File: src/rtl/wisc_pipe_pkg.sv
// wisc_pipe_pkg: shared state encoding, default delays and counter sizing for the WISC pipeline control
package wisc_pipe_pkg;
    typedef enum logic [1:0] {RUN = 2'd0, DRAIN = 2'd1, HALTED = 2'd2} state_e;
    localparam int DEF_DEPTH    = 5;
    localparam int DEF_NREG     = 16;
    localparam int DEF_LD_DLY   = 1;
    localparam int DEF_ALU_DLY  = 0;
    localparam int DEF_BR_EXTRA = 1;
    // Width that holds the largest scoreboard load value, never below one bit.
    function automatic int cnt_w(input int ld, input int alu, input int br);
        int m;
        int w;
        m = ld > alu ? ld : alu;
        w = $clog2(m + br + 1);
        return w < 1 ? 1 : w;
    endfunction
endpackage

File: src/rtl/pipe_hazard_ctrl_scoreboard.sv
// hz_scoreboard: per-register and flag delay counters with the ID-stage hazard compare
// Ports: clk, rst (async active-low); adv_i advances counts; issue_i commits the ID instruction;
// rs/rt/rd, use/write/load/branch/flag qualifiers from decode; hazard_o flags a blocking source.
module hz_scoreboard
    import wisc_pipe_pkg::*;
#(
    parameter int NREG     = DEF_NREG,
    parameter int RAW      = $clog2(NREG),
    parameter int LD_DLY   = DEF_LD_DLY,
    parameter int ALU_DLY  = DEF_ALU_DLY,
    parameter int BR_EXTRA = DEF_BR_EXTRA
) (
    input  logic           clk,
    input  logic           rst,
    input  logic           adv_i,
    input  logic           issue_i,
    input  logic [RAW-1:0] rs_i,
    input  logic [RAW-1:0] rt_i,
    input  logic [RAW-1:0] rd_i,
    input  logic           rs_used_i,
    input  logic           rt_used_i,
    input  logic           wr_i,
    input  logic           load_i,
    input  logic           br_i,
    input  logic           sets_flags_i,
    input  logic           uses_flags_i,
    output logic           hazard_o
);
    localparam int CW = cnt_w(LD_DLY, ALU_DLY, BR_EXTRA);
    localparam logic [CW-1:0] LD_V  = CW'(LD_DLY + BR_EXTRA);
    localparam logic [CW-1:0] ALU_V = CW'(ALU_DLY + BR_EXTRA);
    localparam logic [CW-1:0] BRX   = CW'(BR_EXTRA);

    logic [CW-1:0] cnt_q [NREG];
    logic [CW-1:0] cnt_d [NREG];
    logic [CW-1:0] fcnt_q, fcnt_d;
    logic [CW-1:0] rs_c, rt_c;
    logic          rs_h, rt_h;

    // A fresh issue overrides the same register's decrement in this cycle.
    always_comb begin
        for (int r = 0; r < NREG; r++)
            cnt_d[r] = (adv_i && cnt_q[r] != '0) ? cnt_q[r] - 1'b1 : cnt_q[r];
        fcnt_d = (adv_i && fcnt_q != '0) ? fcnt_q - 1'b1 : fcnt_q;
        if (issue_i && wr_i && rd_i != '0)
            cnt_d[rd_i] = load_i ? LD_V : ALU_V;
        if (issue_i && sets_flags_i)
            fcnt_d = ALU_V;
    end

    always_ff @(posedge clk or negedge rst) begin
        if (!rst) begin
            cnt_q  <= '{default: '0};
            fcnt_q <= '0;
        end else begin
            cnt_q  <= cnt_d;
            fcnt_q <= fcnt_d;
        end
    end

    // ID-stage readers need the value BR_EXTRA cycles earlier than EX readers.
    assign rs_c     = cnt_q[rs_i];
    assign rt_c     = cnt_q[rt_i];
    assign rs_h     = rs_used_i && rs_i != '0 && (br_i ? rs_c != '0 : rs_c > BRX);
    assign rt_h     = rt_used_i && rt_i != '0 && (br_i ? rt_c != '0 : rt_c > BRX);
    assign hazard_o = rs_h || rt_h || (uses_flags_i && fcnt_q != '0);
endmodule

File: src/rtl/pipe_hazard_ctrl.sv
// pipe_hazard_ctrl: stall/flush/enable control and halt drain for the WISC in-order pipeline
// Ports: clk, rst (async active-low); id_* decode of the ID-stage instruction; mem_stall freezes
// everything; pc_en and pipe-register enables; if_id_flush/id_ex_flush bubbles; stall, hlt, state.
module pipe_hazard_ctrl
    import wisc_pipe_pkg::*;
#(
    parameter int DEPTH    = DEF_DEPTH,
    parameter int NREG     = DEF_NREG,
    parameter int RAW      = $clog2(NREG),
    parameter int LD_DLY   = DEF_LD_DLY,
    parameter int ALU_DLY  = DEF_ALU_DLY,
    parameter int BR_EXTRA = DEF_BR_EXTRA
) (
    input  logic           clk,
    input  logic           rst,
    input  logic           id_valid,
    input  logic [RAW-1:0] id_rs,
    input  logic [RAW-1:0] id_rt,
    input  logic [RAW-1:0] id_rd,
    input  logic           id_rs_used,
    input  logic           id_rt_used,
    input  logic           id_wr,
    input  logic           id_is_load,
    input  logic           id_is_br,
    input  logic           id_br_taken,
    input  logic           id_sets_flags,
    input  logic           id_uses_flags,
    input  logic           id_is_halt,
    input  logic           mem_stall,
    output logic           pc_en,
    output logic           if_id_en,
    output logic           id_ex_en,
    output logic           ex_mem_en,
    output logic           mem_wb_en,
    output logic           if_id_flush,
    output logic           id_ex_flush,
    output logic           stall,
    output logic           hlt,
    output logic [1:0]     state
);
    localparam int DW = $clog2(DEPTH);

    state_e        state_q, state_d;
    logic [DW-1:0] drain_q, drain_d;
    logic          haz, issue;

    hz_scoreboard #(
        .NREG(NREG), .RAW(RAW), .LD_DLY(LD_DLY), .ALU_DLY(ALU_DLY), .BR_EXTRA(BR_EXTRA)
    ) u_sb (
        .clk(clk), .rst(rst), .adv_i(!mem_stall), .issue_i(issue),
        .rs_i(id_rs), .rt_i(id_rt), .rd_i(id_rd),
        .rs_used_i(id_rs_used), .rt_used_i(id_rt_used), .wr_i(id_wr), .load_i(id_is_load),
        .br_i(id_is_br), .sets_flags_i(id_sets_flags), .uses_flags_i(id_uses_flags),
        .hazard_o(haz)
    );

    assign stall = id_valid && state_q == RUN && haz && !mem_stall;
    assign issue = id_valid && state_q == RUN && !haz && !mem_stall;
    assign hlt   = state_q == HALTED || (state_q == DRAIN && drain_q == '0);
    assign state = state_q;

    always_comb begin
        state_d = state_q;
        drain_d = drain_q;
        if (issue && id_is_halt) begin
            state_d = DRAIN;
            drain_d = DW'(DEPTH - 3);
        end else if (state_q == DRAIN && !mem_stall) begin
            state_d = drain_q == '0 ? HALTED : DRAIN;
            drain_d = drain_q == '0 ? drain_q : drain_q - 1'b1;
        end
    end

    always_ff @(posedge clk or negedge rst) begin
        if (!rst) begin
            state_q <= RUN;
            drain_q <= '0;
        end else begin
            state_q <= state_d;
            drain_q <= drain_d;
        end
    end

    // The halting cycle already blocks fetch so nothing younger than HLT enters ID.
    always_comb begin
        pc_en       = 1'b1;
        if_id_en    = 1'b1;
        id_ex_en    = 1'b1;
        ex_mem_en   = 1'b1;
        mem_wb_en   = 1'b1;
        if_id_flush = 1'b0;
        id_ex_flush = 1'b0;
        if (mem_stall || state_q == HALTED) begin
            pc_en     = 1'b0;
            if_id_en  = 1'b0;
            id_ex_en  = 1'b0;
            ex_mem_en = 1'b0;
            mem_wb_en = 1'b0;
        end else if (state_q == DRAIN || (issue && id_is_halt)) begin
            pc_en       = 1'b0;
            if_id_flush = 1'b1;
        end else if (stall) begin
            pc_en       = 1'b0;
            if_id_en    = 1'b0;
            id_ex_flush = 1'b1;
        end else if (issue && id_br_taken) begin
            if_id_flush = 1'b1;
        end
    end
endmodule

File: config.mk
export PLATFORM = sky130hd
export DESIGN_NAME = pipe_hazard_ctrl
export DESIGN_NICKNAME = d
export VERILOG_FILES = /design/src/rtl/wisc_pipe_pkg.sv /design/src/rtl/pipe_hazard_ctrl_scoreboard.sv /design/src/rtl/pipe_hazard_ctrl.sv
export SDC_FILE = /design/constraint.sdc
export NUM_CORES = 1
export LEC_CHECK = 0
export BUFFER_PORTS_ARGS = -buffer_cell sky130_fd_sc_hd__buf_2
export CORE_UTILIZATION = 40
export CTS_BUF_LIST = sky130_fd_sc_hd__clkbuf_8
export DETAILED_ROUTE_END_ITERATION = 8
export SETUP_SLACK_MARGIN = 0.15
export SKIP_LAST_GASP = 1
export SLEW_MARGIN = 20
export SYNTH_ARGS = -nofsm -noshare
export SYNTH_HDL_FRONTEND = slang
export SYNTH_HIERARCHICAL = 1
export SYNTH_SLANG_ARGS = --single-unit
File: constraint.sdc
create_clock -name clk -period 3.4 [get_ports clk]
set_clock_uncertainty 0.1 [all_clocks]
set_input_delay 0 -clock clk [delete_from_list [all_inputs] [get_ports clk]]
set_output_delay 0 -clock clk [all_outputs]
set_load 0.01 [all_outputs]
==> out/results.ini, run 1 <==
[global_route]
grt_pass1_vias=2419
grt_pass1_wl_mm=11.7
grt_max_degree=40
overflow=0
antenna_found_initial=0
grt_usage=0.197

[logic_synthesis]
ys_seq_elements=39
synth.distinct_cells=49
synth_nets=380
async_reset_ff_frac=1.00
synth_flop_cell=dfrtp_1
synth_area_um2=3060
synth_top_area_cell=dfrtp_1
synth_area_leaders=dfrtp_1 32%, ha_1 7.8%, mux4_1 7.7%
netlist_instances=336
seq_area_frac_synth=0.319
synth_top_area_frac=0.319
synth_enable_flop_cells=0
syn_avg_cell_area_um2=9.10
synth.yosys.warnings=6

[cells_and_area]
layout_common_cells=44 x inv_1, 39 x dfrtp_1, 35 x buf_2, 32 x nand2_1, 31 x nor2_1
nFillCells=721
final_area_um2=3400
layout.cells.most_common=inv_1
utilization=0.464
syn2layout_area_growth_pct=11.2
drive_gt1_frac=0.144
nNetsFinal=413
diodes=0
stdcell_count=468

[floorplan]
fp.dieW_um=89.5
start_util=0.417
core_area_um2=7330
die-area_um2=8000
pin_count=36
die_y_um=89.5
rows=31

[timing]
hold_viol=0
max_slew.worst_pin.slew_ps=912
setup_tns_ps=0
relSlewSlack=0.392
fmax_mhz=331
finalCritPeriodShare=0.888
finalSetupViolations=0
min_period_ps=3020
final_max_slew_viol_count=0
grt_setup_unrepaired=no

[setup_path]
max_stage_delay_ps=420
crit_buf_inv=0
critPathMaxFanout=6
crit_path_end_kind=flop
critPathArrivalTime_ps=3100
startpoint_type=flop
path_class=reg2reg
critPathSlowestCell=dfrtp_1
crit_cells=10
worstPathRequired_ps=3480
critical_path.top_delay_family=simple AND/OR/NAND/NOR gates
ff2ff_path_depth=10
cp_cell_sequence=nor2b_1 > a2111oi_1 > nor4_1 > a2111oi_2 > nand3_1 > nor2_4 > nand2_1 > or3_1 > or2_2 > mux2_1

[cts]
cts-root-buf=clkbuf_8
cts_max_level=2
tritoncts=built
postCtsSetupBuffers=0
clkTransAtPathRegs_ps=80
cts_buffers=5
clock_latency_ps=290
clockBufferDepth=2
cts_sinks=39

[placement]
dp.cells=456
io_buffers=35
gp_congestion=0.761
placed_area_um2=3250
hpwl_mm=5.21

[pwr]
peakVddDrop_mv=0.244
total_power_mw=2.33
power.density_nw_per_um2=686
cellLeakagePower_nw=1.56

[route]
first_pass_iters=5
drtIter0Drc=123
antenna_left=0
wire_per_inst_um=15.0
routed_via_density=5.22
vias=2441
wirelength_mm=7.03
drc=0

[hold_path]
holdPathStages=3
hold_path.class=in2reg

[run]
drv_cap=0

[status]
outcome=finished, final reports clean

## sequential cells by signal (all words and copies together) (netlist names)
name	count
u_sb/cnt_q	32
u_sb/fcnt_q	2
drain_q	3
state	2
## worst register-to-register path, cell delays in order, from the launching register on
cell	delay, ps
dfrtp_1	420
nor2b_1	150
a2111oi_1	340
nor4_1	140
a2111oi_2	300
nand3_1	180
nor2_4	210
nand2_1	70
or3_1	350
or2_2	320
mux2_1	310
## cell families after synthesis
| kind of cell | after synthesis | share of synthesized area |
|---|---|---|
| AO/OA/AOI/OAI | 67 | 0.146 |
| AND/OR/NAND/NOR | 112 | 0.185 |
| XOR/XNOR | 17 | 0.0487 |
| adder cells (fa/ha/maj) | 19 | 0.0777 |
| flip-flops | 39 | 0.319 |
| buffers and inverters | 59 | 0.0912 |
| multiplexers | 23 | 0.133 |
## power by group
group / leakage [nW] / switching [mW] / total [mW] / internal [mW]
logic: 1.05 / 0.509 / 1.10 / 0.595
clock network: 0.0470 / 0.168 / 0.327 / 0.159
registers: 0.467 / 0.222 / 0.902 / 0.680
## area by class of cell
| cell class | count | area [um^2] | share of cell area |
|---|---|---|---|
| clock buffer | 6 | 82.6 | 0.0243 |
| clock inverter | 1 | 5.00 | 0.00147 |
| sequential | 39 | 976 | 0.287 |
| inverter | 44 | 165 | 0.0485 |
| timing repair buffer | 41 | 233 | 0.0684 |
| multi-input combinational | 238 | 1820 | 0.534 |
| tap | 99 | 124 | 0.0364 |
## worst paths after layout
kind                                     start             end  slack [ps]
max in group asynchronous                  rst  u_sb/fcnt_q[0]        2360
worst min-delay path                  id_rd[3]  u_sb/cnt_q[29]          20
worst min register to register      drain_q[1]      drain_q[1]         390
min in group asynchronous                  rst  u_sb/cnt_q[31]         270
worst max-delay path            u_sb/cnt_q[22]  u_sb/cnt_q[15]         380
worst max register to register  u_sb/cnt_q[22]  u_sb/cnt_q[15]         380
## cell usage after synthesis (all sizes together), types with 2 or more instances
cell type / n
a2111oi: 5
a211oi: 2
a21oi: 18
buf: 11
clkbuf: 4
dfrtp: 39
ha: 19
inv: 44
mux2: 3
mux2i: 9
mux4: 11
nand2: 32
nand2b: 15
nand3: 3
nand4: 2
nor2: 32
nor2b: 5
nor3: 5
nor3b: 2
nor4: 5
o2111a: 2
o2111ai: 2
o21a: 15
o21ai: 17
or2: 2
or3: 2
or4b: 2
xnor2: 17
## repair_timing
action,in CTS,in global routing
hold buffers,5,0
setup endpoints to repair,0,8
hold endpoints to repair,44,0
gates resized for setup,0,3
## per-stage QoR
stage          setup slack (ps)  hold slack [ps]
5_1_grt                     183             41.1
4_1_cts                     250             9.48
2_1_floorplan               448             -396
6_report                    381             22.0
3_5_place_dp                267             96.1
3_3_place_gp                351             88.2
## routing by layer
| metal | GRT usage | up-vias | wire, um |
|---|---|---|---|
| met5 | 0 | - | 0 |
| met3 | 0.0351 | 5 | 354 |
| li1 | - | 1232 | - |
| met1 | 0.256 | 1151 | 3460 |
| met4 | 0.0606 | 0 | 61 |
| met2 | 0.332 | 53 | 3150 |
Power figures use the tool's default switching activity.
==> run 2: changes to the inputs <==
--- a/config.mk
+++ b/config.mk
@@ -7,7 +7,7 @@
 export LEC_CHECK = 0
 export BUFFER_PORTS_ARGS = -buffer_cell sky130_fd_sc_hd__buf_2
 export CORE_UTILIZATION = 40
-export CTS_BUF_LIST = sky130_fd_sc_hd__clkbuf_8
+export CTS_BUF_LIST = sky130_fd_sc_hd__clkbuf_16
 export DETAILED_ROUTE_END_ITERATION = 8
 export SETUP_SLACK_MARGIN = 0.15
 export SKIP_LAST_GASP = 1
==> out/results.ini, run 2 (same netlist as run 1, synthesis figures left out) <==
[cells_and_area]
largest_register_ffs=32  ; unchanged
nFillCells=709  ; was 721
syn2layout_area_growth_pct=12.1  ; was 11.2%
drive_gt1_frac=0.142  ; was 0.144
layout_common_cells=44 x inv_1, 39 x dfrtp_1, 35 x buf_2, 32 x nand2_1, 31 x nor2_1  ; unchanged
diodes=0  ; unchanged
regMostFlops=u_sb/cnt_q  ; unchanged
nNetsFinal=411  ; was 413
layout.cells.most_common=inv_1  ; unchanged
biggestRegsByFlops=u_sb/cnt_q: 32 flops, drain_q: 3 flops  ; unchanged
final_area_um2=3430  ; was 3400 um^2

[cts]
tritoncts=built  ; unchanged
postCtsSetupBuffers=0  ; unchanged
cts_sinks=39  ; unchanged
cts_max_level=2  ; unchanged
clockBufferDepth=2  ; unchanged
cts-root-buf=clkbuf_16  ; was clkbuf_8
clkTransAtPathRegs_ps=60  ; was 80 ps
clock_latency_ps=280  ; was 290 ps
cts_buffers=5  ; unchanged

[setup_path]
r2r_end=u_sb/cnt_q[15]  ; unchanged
cp_cell_sequence=nor2b_1 > a2111oi_1 > nor4_1 > a2111oi_2 > nand3_1 > nor2_4 > nand2_1 > or3_1 > or2_2 > mux2_1  ; unchanged
crit_buf_inv=0  ; unchanged
max_stage_delay_ps=410  ; was 420 ps
critical_path.top_delay_family=simple AND/OR/NAND/NOR gates  ; unchanged
crit_cells=10  ; unchanged
rr_startpoint=u_sb/cnt_q[22]  ; unchanged
critPathArrivalTime_ps=3090  ; was 3100 ps
r2r_setup_slack_ps=370  ; was 380 ps
critPathSlowestCell=dfrtp_1  ; unchanged
worstPathRequired_ps=3460  ; was 3480 ps
critPathMaxFanout=6  ; unchanged
startpoint_type=flop  ; unchanged
ff2ff_path_depth=10  ; unchanged
crit_path_end_kind=flop  ; unchanged
worstSetupEndpoint=u_sb/cnt_q[15]  ; unchanged
startpoint=u_sb/cnt_q[22]  ; unchanged
path_class=reg2reg  ; unchanged

[pwr]
cellLeakagePower_nw=1.58  ; was 1.56 nW
peakVddDrop_mv=0.232  ; was 0.244 mV
power.density_nw_per_um2=716  ; was 686 nW/um^2

[global_route]
overflow=0  ; unchanged
grt_usage=0.197  ; about the same
grt_pass1_wl_mm=11.7  ; about the same
grt_pass1_vias=2415  ; was 2419
antenna_found_initial=0  ; unchanged
grt_max_degree=40  ; unchanged

[route]
wl_met2_mm=3.08  ; was 3.15 mm
highest_layer=met4  ; unchanged
routed_via_density=5.25  ; was 5.22
antenna_left=0  ; unchanged
wirelength_mm=7.05  ; was 7.03 mm
dr_wl_met3_um=390  ; was 354 um
vias=2447  ; was 2441
first_pass_iters=4  ; was 5
drtIter0Drc=146  ; was 123
wire_per_inst_um=15.1  ; was 15.0 um
wl_met1_mm=3.52  ; was 3.46 mm
drc=0  ; unchanged

[placement]
placed_area_um2=3250  ; unchanged
gp_congestion=0.761  ; unchanged
hpwl_mm=5.21  ; unchanged
io_buffers=35  ; unchanged

[floorplan]
pin_count=36  ; unchanged
rows=31  ; unchanged
core_area_um2=7330  ; unchanged
fp.dieW_um=89.5  ; unchanged
start_util=0.417  ; unchanged
die-area_um2=8000  ; unchanged
die_y_um=89.5  ; unchanged

[run]
drv_cap=0  ; unchanged

[timing]
max_slew.worst_pin.slew_ps=918  ; was 912 ps
finalSetupViolations=0  ; unchanged
fmax_mhz=330  ; was 331 MHz
relSlewSlack=0.388  ; was 0.392
grt_setup_unrepaired=no  ; unchanged
setup_tns_ps=0  ; unchanged
min_period_ps=3030  ; was 3020 ps
finalCritPeriodShare=0.890  ; was 0.888
hold_viol=0  ; unchanged
final_max_slew_viol_count=0  ; unchanged

[status]
outcome=finished, final reports clean  ; unchanged

[hold_path]
hold_path.class=in2reg  ; unchanged

run 2: repair_timing:
action | CTS | global route
hold buffers | 3 | 0
hold endpoints to repair | 42 | 0
endpoints found under the setup margin | 0 | 8
gates resized for setup | 0 | 3
run 2: final cells by class:
class                   instances  area [um^2]  share of cell area
flip-flops and latches         39          976               0.285
well taps                      99          124              0.0361
clock inverters                 2         8.76             0.00255
multi-input cells             238         1820               0.530
repair buffers                 39          213              0.0620
clock buffers                   5          125              0.0365
inverters                      44          165              0.0482
run 2: routing by layer:
metal | track usage | up-vias
met4 | 0.0519 | 0
met5 | 0 | -
li1 | - | 1231
met2 | 0.330 | 65
met1 | 0.261 | 1144
met3 | 0.0406 | 7
run 2: report_power, final:
group | total (mW) | switching, mW | internal (mW) | leakage (nW)
clock | 0.444 | 0.180 | 0.264 | 0.0671
combinational | 1.11 | 0.513 | 0.594 | 1.04
sequential | 0.903 | 0.222 | 0.681 | 0.467
run 2: worst min path at each step:
stage | from | end | slack, ps | depth (start not counted)
global placement | rst | u_sb/cnt_q[23] | 90 | 1
detailed placement | rst | u_sb/cnt_q[31] | 100 | 1
finish | id_rd[1] | u_sb/cnt_q[12] | 30 | 3
CTS | id_rd[1] | u_sb/cnt_q[12] | 20 | 3
floorplan | rst | drain_q[0] | -400 | 0
global route | id_rd[2] | u_sb/cnt_q[29] | 60 | 3
run 2: per-stage QoR:
step	util	power (mW)	hold slack [ps]	setup WS [ps]	std cells
2_1_floorplan	-	1.74	-396	448	336
4_1_cts	0.466	2.47	17.1	255	466
3_5_place_dp	0.444	2.01	96.1	267	456
6_report	0.468	2.45	28.6	373	466
3_3_place_gp	0.444	1.96	88.2	351	456
5_1_grt	0.468	2.70	60.3	185	466
run 2: tightest hold or removal path, stage by stage:
cell and delay (ps):
buf_2 120, or3_1 160, mux2i_1 90
==> run 3: changes to the inputs <==
--- a/config.mk
+++ b/config.mk
@@ -6,9 +6,12 @@
 export NUM_CORES = 1
 export LEC_CHECK = 0
 export BUFFER_PORTS_ARGS = -buffer_cell sky130_fd_sc_hd__buf_2
-export CORE_UTILIZATION = 40
+export CELL_PAD_IN_SITES_DETAIL_PLACEMENT = 0
+export CELL_PAD_IN_SITES_GLOBAL_PLACEMENT = 2
+export CORE_UTILIZATION = 37
 export CTS_BUF_LIST = sky130_fd_sc_hd__clkbuf_16
 export DETAILED_ROUTE_END_ITERATION = 8
+export PLACE_DENSITY_LB_ADDON = 0.1
 export SETUP_SLACK_MARGIN = 0.15
 export SKIP_LAST_GASP = 1
 export SLEW_MARGIN = 20
==> out/results.ini, run 3 (same netlist as run 1, synthesis figures left out) <==
[global_route]
grt_pass1_vias=2334  ; was 2415
overflow=0  ; unchanged
grt_max_degree=40  ; unchanged
grt_usage=0.190  ; was 0.197
grt_pass1_wl_mm=12.5  ; was 11.7 mm
antenna_found_initial=0  ; unchanged

[timing]
relSlewSlack=0.376  ; was 0.388
max_slew.worst_pin.slew_ps=937  ; was 918 ps
min_period_ps=2980  ; was 3030 ps
hold_viol=0  ; unchanged
grt_setup_unrepaired=no  ; unchanged
fmax_mhz=336  ; was 330 MHz
final_max_slew_viol_count=0  ; unchanged
finalSetupViolations=0  ; unchanged
finalCritPeriodShare=0.875  ; was 0.890
setup_slack_ps=425  ; was 373 ps
setup_tns_ps=0  ; unchanged

[cells_and_area]
regMostFlops=u_sb/cnt_q  ; unchanged
layout.cells.most_common=inv_1  ; unchanged
utilization=0.439  ; was 0.468
biggestRegsByFlops=u_sb/cnt_q: 32 flops, drain_q: 3 flops  ; unchanged
diodes=0  ; unchanged
syn2layout_area_growth_pct=12.6  ; was 12.1%
stdcell_count=471  ; was 466
nNetsFinal=412  ; was 411
layout_common_cells=44 x inv_1, 39 x dfrtp_1, 35 x buf_2, 32 x nand2_1, 31 x nor2_1  ; unchanged
drive_gt1_frac=0.149  ; was 0.142
largest_register_ffs=32  ; unchanged

[floorplan]
rows=32  ; was 31
die_y_um=92.9  ; was 89.5 um
pin_count=36  ; unchanged
core_area_um2=7850  ; was 7330 um^2
start_util=0.390  ; was 0.417
fp.dieW_um=92.9  ; was 89.5 um
die-area_um2=8640  ; was 8000 um^2

[status]
outcome=finished, final reports clean  ; unchanged

[pwr]
total_power_mw=2.47  ; was 2.45 mW
peakVddDrop_mv=0.325  ; was 0.232 mV
power.density_nw_per_um2=716  ; about the same
cellLeakagePower_nw=1.58  ; about the same

[route]
wirelength_mm=7.36  ; was 7.05 mm
drc=0  ; unchanged
antenna_left=0  ; unchanged
drtIter0Drc=115  ; was 146
wire_per_inst_um=15.6  ; was 15.1 um
vias=2421  ; was 2447
routed_via_density=5.14  ; was 5.25
first_pass_iters=4  ; unchanged

[cts]
clockBufferDepth=2  ; unchanged
tritoncts=built  ; unchanged
cts-root-buf=clkbuf_16  ; unchanged
cts_buffers=5  ; unchanged
cts_sinks=39  ; unchanged
clock_latency_ps=280  ; about the same
clkTransAtPathRegs_ps=60  ; about the same
postCtsSetupBuffers=0  ; unchanged
cts_max_level=2  ; unchanged

[setup_path]
path_class=reg2reg  ; unchanged
startpoint_type=flop  ; unchanged
crit_path_end_kind=flop  ; unchanged
worstPathRequired_ps=3460  ; about the same
critPathArrivalTime_ps=3040  ; was 3090 ps
critPathMaxFanout=4  ; was 6

[run]
drv_cap=0  ; unchanged

[placement]
io_buffers=35  ; unchanged
dp.cells=460  ; was 456
gp_congestion=0.789  ; was 0.761
hpwl_mm=5.46  ; was 5.21 mm
pre_cts_slack_ps=358  ; was 267 ps

[hold_path]
hold_path.class=in2reg  ; unchanged

run 3: cell types whose count changed in the layout (fill, tap and decap cells not counted):
cell / delta
buf_4: +1
clkinv_1: -1
clkinvlp_4: +2
nor2_2: +1
nor2_4: -1
run 3: path summary, 6_finish.rpt:
check / slack [ps] / endpoint / from / cells past startpoint
max: 420 / u_sb/cnt_q[15] / u_sb/cnt_q[30] / 10
max reg2reg: 420 / u_sb/cnt_q[15] / u_sb/cnt_q[30] / 10
max in group asynchronous: 2320 / u_sb/cnt_q[14] / rst / 2
min: 10 / u_sb/cnt_q[27] / id_rd[2] / 3
min in group asynchronous: 300 / u_sb/cnt_q[31] / rst / 2
min reg2reg: 390 / drain_q[1] / drain_q[1] / 1
run 3: layout make-up:
type,instances,area (um^2)
tap,102,128
inverter,44,165
multi-input combinational,238,1810
timing repair buffer,40,220
sequential,39,976
fill,803,4400
clock inverter,3,20.0
clock buffer,5,125
run 3: where the power goes:
part	internal, mW	leakage, nW	switching [mW]
sequential	0.681	0.467	0.231
combinational	0.589	1.05	0.496
clock	0.271	0.0658	0.200
total	1.54	1.58	0.927
run 3: per-layer routing:
layer	routed length, um	GRT usage
met4	71	0.0423
met1	3880	0.280
met5	0	0
met3	225	0.0312
met2	3180	0.292
run 3: stage by stage:
stage | hold WS, ps | area [um^2]
after floorplan | -396 | 3060
after global placement | 88.4 | 3260
after global routing | 45.8 | 3450
after detailed placement | 91.7 | 3260
final | 14.5 | 3450
after CTS | 9.37 | 3440
run 3: critical path, cell delays in order (launching register included):
cell       delay (ps)
dfrtp_1           420
and2b_1           180
a2111oi_1         320
nor4_1            140
a2111oi_2         320
nand3_1           150
nor2_2            210
nand2_1            60
or3_1             340
or2_2             320
mux2_1            310
run 3: timing repair:
item / 4_1_cts / 5_1_grt
endpoints found under the hold margin: 42 / 0
hold buffers: 3 / 0
resized for setup: 0 / 2
endpoints found under the setup margin: 0 / 4
